[src/rtl/irq_entry_sequencer.sv]
// +----------------------------------------------------------------------------+
// | irq_entry_sequencer                                                        |
// | Interrupt arbiter and entry/exit sequencer for the banked register file.   |
// | Optional macro: IRQ_EDGE_EN (edge-triggered pending latches).              |
// | Revision: 1.0                                                              |
// +----------------------------------------------------------------------------+
`default_nettype none

module irq_entry_sequencer #(
  parameter int          NUM_IRQ     = 8,
  parameter logic [31:0] VECTOR_BASE = 32'h0000_0018
) (
  input  logic               clk,
  input  logic               rst_n,
  input  logic               en,
  input  logic [NUM_IRQ-1:0] i_irq,
  input  logic [NUM_IRQ-1:0] i_irq_mask,
  input  logic               i_global_en,
  input  logic               i_pc_wr,
  input  logic               i_iret,
  output logic               o_int_mode,
  output logic [1:0]         o_irq_bak,
  output logic [31:0]        o_irq_r0,
  output logic [31:0]        o_irq_r1,
  output logic               o_pc_load,
  output logic [31:0]        o_pc_vector,
  output logic [NUM_IRQ-1:0] o_irq_ack,
  output logic               o_busy
);

  localparam int ID_W = (NUM_IRQ > 1) ? $clog2(NUM_IRQ) : 1;

  typedef enum logic [1:0] {
    IDLE    = 2'd0,
    CAPTURE = 2'd1,
    ENTER   = 2'd2,
    INT     = 2'd3
  } state_t;

  state_t             state_q, state_d;
  logic [ID_W-1:0]    id_q, id_d;
  logic [NUM_IRQ-1:0] bitmap_q, bitmap_d;

  logic [NUM_IRQ-1:0] pending;
  logic [NUM_IRQ-1:0] pend_m;
  logic [ID_W-1:0]    win_id;
  logic               win_found;
  logic               req_valid;
  logic [NUM_IRQ-1:0] ack;

`ifdef IRQ_EDGE_EN
  logic [NUM_IRQ-1:0] irq_prev_q, irq_prev_d;
  logic [NUM_IRQ-1:0] pending_q, pending_d;

  // Rising edges are sampled every clock; a new edge outranks a same-cycle ack.
  always_comb begin
    irq_prev_d = i_irq;
    pending_d  = (pending_q & ~ack) | (i_irq & ~irq_prev_q);
  end

  always_ff @(posedge clk or negedge rst_n) begin
    if (!rst_n) begin
      irq_prev_q <= '0;
      pending_q  <= '0;
    end else begin
      irq_prev_q <= irq_prev_d;
      pending_q  <= pending_d;
    end
  end

  assign pending = pending_q;
`else
  assign pending = i_irq;
`endif

  assign pend_m    = pending & i_irq_mask;
  assign req_valid = (|pend_m) & i_global_en;

  // Fixed priority: lowest index wins.
  always_comb begin
    win_id    = '0;
    win_found = 1'b0;
    for (int i = 0; i < NUM_IRQ; i++) begin
      if (pend_m[i] && !win_found) begin
        win_id    = ID_W'(i);
        win_found = 1'b1;
      end
    end
  end

  always_comb begin
    state_d  = state_q;
    id_d     = id_q;
    bitmap_d = bitmap_q;
    if (en) begin
      case (state_q)
        IDLE: begin
          if (req_valid) begin
            state_d  = CAPTURE;
            id_d     = win_id;
            bitmap_d = pend_m;
          end
        end
        CAPTURE: state_d = ENTER;
        ENTER:   state_d = INT;
        INT: begin
          if (i_iret) state_d = IDLE;
        end
        default: state_d = IDLE;
      endcase
    end
  end

  always_ff @(posedge clk or negedge rst_n) begin
    if (!rst_n) begin
      state_q  <= IDLE;
      id_q     <= '0;
      bitmap_q <= '0;
    end else begin
      state_q  <= state_d;
      id_q     <= id_d;
      bitmap_q <= bitmap_d;
    end
  end

  assign ack = (en && state_q == ENTER) ? (NUM_IRQ'(1) << id_q) : '0;

  always_comb begin
    o_int_mode = 1'b0;
    o_irq_bak  = 2'b00;
    o_pc_load  = 1'b0;
    o_irq_r0   = {{(32-ID_W){1'b0}}, id_q};
    o_irq_r1   = {{(32-NUM_IRQ){1'b0}}, bitmap_q};
    case (state_q)
      IDLE: begin
        // Live arbitration result so r0/r1 are already banked on the accept cycle.
        o_irq_r0 = {{(32-ID_W){1'b0}}, win_id};
        o_irq_r1 = {{(32-NUM_IRQ){1'b0}}, pend_m};
      end
      CAPTURE: o_irq_bak = i_pc_wr ? 2'b11 : 2'b10;
      ENTER: begin
        o_int_mode = 1'b1;
        o_pc_load  = en;
      end
      INT:     o_int_mode = 1'b1;
      default: o_int_mode = 1'b0;
    endcase
  end

  assign o_pc_vector = VECTOR_BASE + {{(30-ID_W){1'b0}}, id_q, 2'b00};
  assign o_irq_ack   = ack;
  assign o_busy      = (state_q != IDLE);

endmodule

`default_nettype wire

[config.mk]
export PLATFORM = sky130hd
export DESIGN_NAME = irq_entry_sequencer
export DESIGN_NICKNAME = d
export VERILOG_FILES = /design/src/rtl/irq_entry_sequencer.sv
export SDC_FILE = /design/constraint.sdc
export NUM_CORES = 1
export LEC_CHECK = 0
export BUFFER_PORTS_ARGS = -buffer_cell sky130_fd_sc_hd__buf_2
export CORE_MARGIN = 2
export CORE_UTILIZATION = 40
export DETAILED_ROUTE_END_ITERATION = 8
export PLACE_DENSITY = 0.83
export SETUP_SLACK_MARGIN = 0.1
export SYNTH_ARGS = -nofsm -noshare
export SYNTH_HDL_FRONTEND = slang
export SYNTH_SLANG_ARGS = --single-unit
export TNS_END_PERCENT = 50
[constraint.sdc]
create_clock -name clk -period 1.96 [get_ports clk]
set_input_delay 0 -clock clk [delete_from_list [all_inputs] [get_ports clk]]
set_output_delay 0 -clock clk [all_outputs]
set_load 0.02 [all_outputs]
==> results by group <==
Outcome
  – Outcome: finished clean

Pwr
  – Design Power: 2.19 mW
  – Seq pwr share: 23.4%
  – Psw: 1.17 mW
  – Clock power frac: 11.4%
  – Pwr per Cell Area: 1290 nW/um^2
  – Static leakage: 0.980 nW
  – Gate power share: 65.1%
  – Worst VDD drop: 0.431 mV
  – Pint: 1.02 mW
  – Sw Share: 53.3%

Cells and area
  – Finished layout cell area: 1690 sq um
  – Sequential cell area: 325 sq um
  – Diodes inserted: 0
  – P&R area growth vs syn: 2.42%
  – Final #Nets: 279
  – Footprint of the multi-input gates: 952 sq um
  – Fillers: 418
  – Share of cells above drive strength 1: 31.2%

Timing
  – RSZ-0062 raised after global routing: yes
  – TNS Setup: 0 ns
  – Clock skew: 0.00176 ns
  – Tmin final: 1.67 ns
  – Setup-failing EPs final: 0
  – Final Max Tran Viols: 0
  – Peak Freq: 0.598 GHz
  – Fin. Hold Viols: 0
  – Final worst-path cycle share: 85.3%

GRT
  – Largest net degree at the start of global routing: 19
  – Total gr overflow: 0
  – GR Util All Layers: 12.9%
  – Global-route wire length before repair: 4.48 mm
  – Initial antenna violation count: 0
  – Vias in the first global route: 1011

Die
  – Die area: 4670 sq um
  – Ports: 131
  – # rows: 23
  – Core box area: 4000 sq um
  – Die width: 68.3 microns
  – Initial Utilization: 41.4%
  – Die H: 68.3 microns

Min path
  – Hold crit path type: in2reg

Synthesis
  – Sequential area share after synthesis: 19.7%
  – Post-synthesis async set-or-reset flop share: 100%
  – Syn avg cell area: 8.27 sq um
  – Synth Register Bits: 13
  – Area contributors post-synth: buf_4 37%, dfrtp_1 20%, nand2_1 7.0%
  – Synth top area share: 37.2%
  – Main synth FF type: dfrtp_1
  – Yosys warnings: 0
  – Mapped Area: 1650 sq um
  – Cells after Synth: 200
  – Leading area contributor after synthesis: buf_4
  – Count of cell types in the netlist: 28
  – Post-synth EDFFs: 0

Worst setup path
  – Setup CP Type: reg2out
  – Slowest-stage cell, CP: dfrtp_1
  – Worst Path Arrival: 1.67 ns
  – R2R setup slack: 0.42 ns
  – Critical path peak fanout: 9
  – WP buf/inv: 3
  – Critical Path Source Type: flip-flop
  – Largest delay share family, worst path: buffers and inverters
  – Max incr delay on CP: 0.40 ns
  – Setup crit end kind: output port
  – CP Cell Sequence: inv_1 > ha_4 > clkinvlp_4 > o21ai_0 > buf_2
  – Worst EP required: 1.96 ns

Detailed routing
  – WL per Instance: 10.0 microns
  – Remaining DRCs: 0
  – Initial DRC Count: 18
  – Total number of vias: 1200
  – Drt first pass iters: 4
  – Post-DRT Antenna Nets: 0
  – Detailed Route WL: 3.00 mm
  – Via/cell ratio: 4.00

Clocking
  – Post-CTS Repair Setup Buffers: 0
  – H-tree levels: 1
  – CTS tree: yes
  – Worst skew pair latency: 0.25 ns
  – CTS root buf: clkbuf_8
  – Total CTS buffers: 3
  – Clock transition at the registers of the reported paths: 0.06 ns
  – Maximum buffer depth of the clock tree: 2
  – CTS sink count: 13

Placement
  – IO Port Bufs: 49
  – Hpwl dp: 2.48 mm
  – Final Wtd Congestion: 0.820
  – Placed Instance Area: 1610 sq um

Job
  – # Max-Cap Violations: 0
## layout by cell type, fill, tap and decap left out, drive strengths merged, types with 2 or more instances in the layout
cell type | synthesis | final
buf | 84 | 50
inv | 9 | 8
a31oi | 2 | 2
a22oi | 3 | 3
ha | 6 | 6
mux2i | 2 | 2
nor3 | 6 | 6
clkinvlp | 0 | 2
nand3 | 2 | 2
nand2 | 32 | 32
conb | 1 | 81
clkbuf | 2 | 3
and2 | 3 | 3
dfrtp | 13 | 13
nor2 | 5 | 5
mux2 | 4 | 4
o21ai | 20 | 20
## kinds of logic after synthesis
logic type | share of synthesized area [%]
buffers and inverters | 41.7
and+or+nand+nor | 13.5
AOI/OAI and AO/OA | 16.2
DFF | 19.7
muxes | 4.16
adders and majority gates | 4.54
other | 0.227
## metal layers
layer  up-vias  part of all wire [%]  GRT usage [%]
met3         5                   7.6           4.28
met2        58                    55           21.8
met4         0                   1.3           7.25
met1       554                    36           14.0
li1        583                     -              -
met5         -                     0              0
## registers in the layout, summed over array words and instances, names as in the netlist
name      flops
id_q          3
state_q       2
bitmap_q      8
## cell type report
class | count | share of cell area [%]
multi-input cells | 172 | 56.2
flip-flops and latches | 13 | 19.2
repair buffers | 51 | 15.5
well taps | 50 | 3.69
clock buffers | 3 | 2.44
inverters | 9 | 2.22
repair inverters | 1 | 0.443
clock inverters | 1 | 0.295
## what timing repair did
item	4_1_cts	5_1_grt
hold buffers	1	0
cloned	0	1
gates resized for setup	1	3
hold endpoints to repair	13	0
endpoints found under the setup margin	5	7
## cells in the mapped netlist, types with 2 or more instances
cell	count
buf_6	2
buf_4	82
o21ai_2	8
nor2_1	5
inv_1	9
a22oi_4	3
mux2i_1	2
nor3_1	6
and2_1	3
ha_1	6
dfrtp_1	13
a31oi_1	2
o21ai_0	12
mux2_2	3
nand2_1	31
## worst paths after layout
| kind | cells after the start | start | endpoint |
|---|---|---|---|
| max in group asynchronous | 2 | rst_n | bitmap_q[6]$_DFFE_PN0P_ |
| min reg2reg | 2 | bitmap_q[6]$_DFFE_PN0P_ | bitmap_q[6]$_DFFE_PN0P_ |
| min | 3 | i_global_en | id_q[2]$_DFFE_PN0P_ |
| max | 5 | state_q[0]$_DFFE_PN0P_ | o_irq_r1[5] |
| max reg2reg | 6 | state_q[0]$_DFFE_PN0P_ | bitmap_q[4]$_DFFE_PN0P_ |
| min in group asynchronous | 2 | rst_n | bitmap_q[4]$_DFFE_PN0P_ |
## power by group through the flow
| stage | Sequential [mW] | Clock, mW | Combinational [mW] |
|---|---|---|---|
| 4_1_cts | 0.516 | 0.254 | 1.38 |
| 3_5_place_dp | 0.519 | 0 | 1.36 |
| 2_1_floorplan | 0.486 | 0 | 1.18 |
| 6_report | 0.513 | 0.250 | 1.42 |
| 3_3_place_gp | 0.514 | 0 | 1.33 |
| 5_1_grt | 0.538 | 0.272 | 1.56 |
## per-stage QoR
step | cells | worst slack (ns) | hold WS, ns | utilization [%]
after floorplan | 280 | 0.282 | -0.296 | -
after global placement | 294 | 0.381 | -0.103 | 40.4
after detailed placement | 294 | 0.295 | -0.102 | 40.4
after CTS | 299 | 0.201 | 0.0534 | 41.8
after global routing | 300 | 0.105 | 0.0620 | 42.4
final | 300 | 0.289 | 0.0632 | 42.4
## tightest hold or removal path, cell delays in order
cell,delay [ns]
buf_2,0.13
o2111ai_4,0.09
o21ai_2,0.05
No activity file was read; power rests on OpenSTA's default activity.
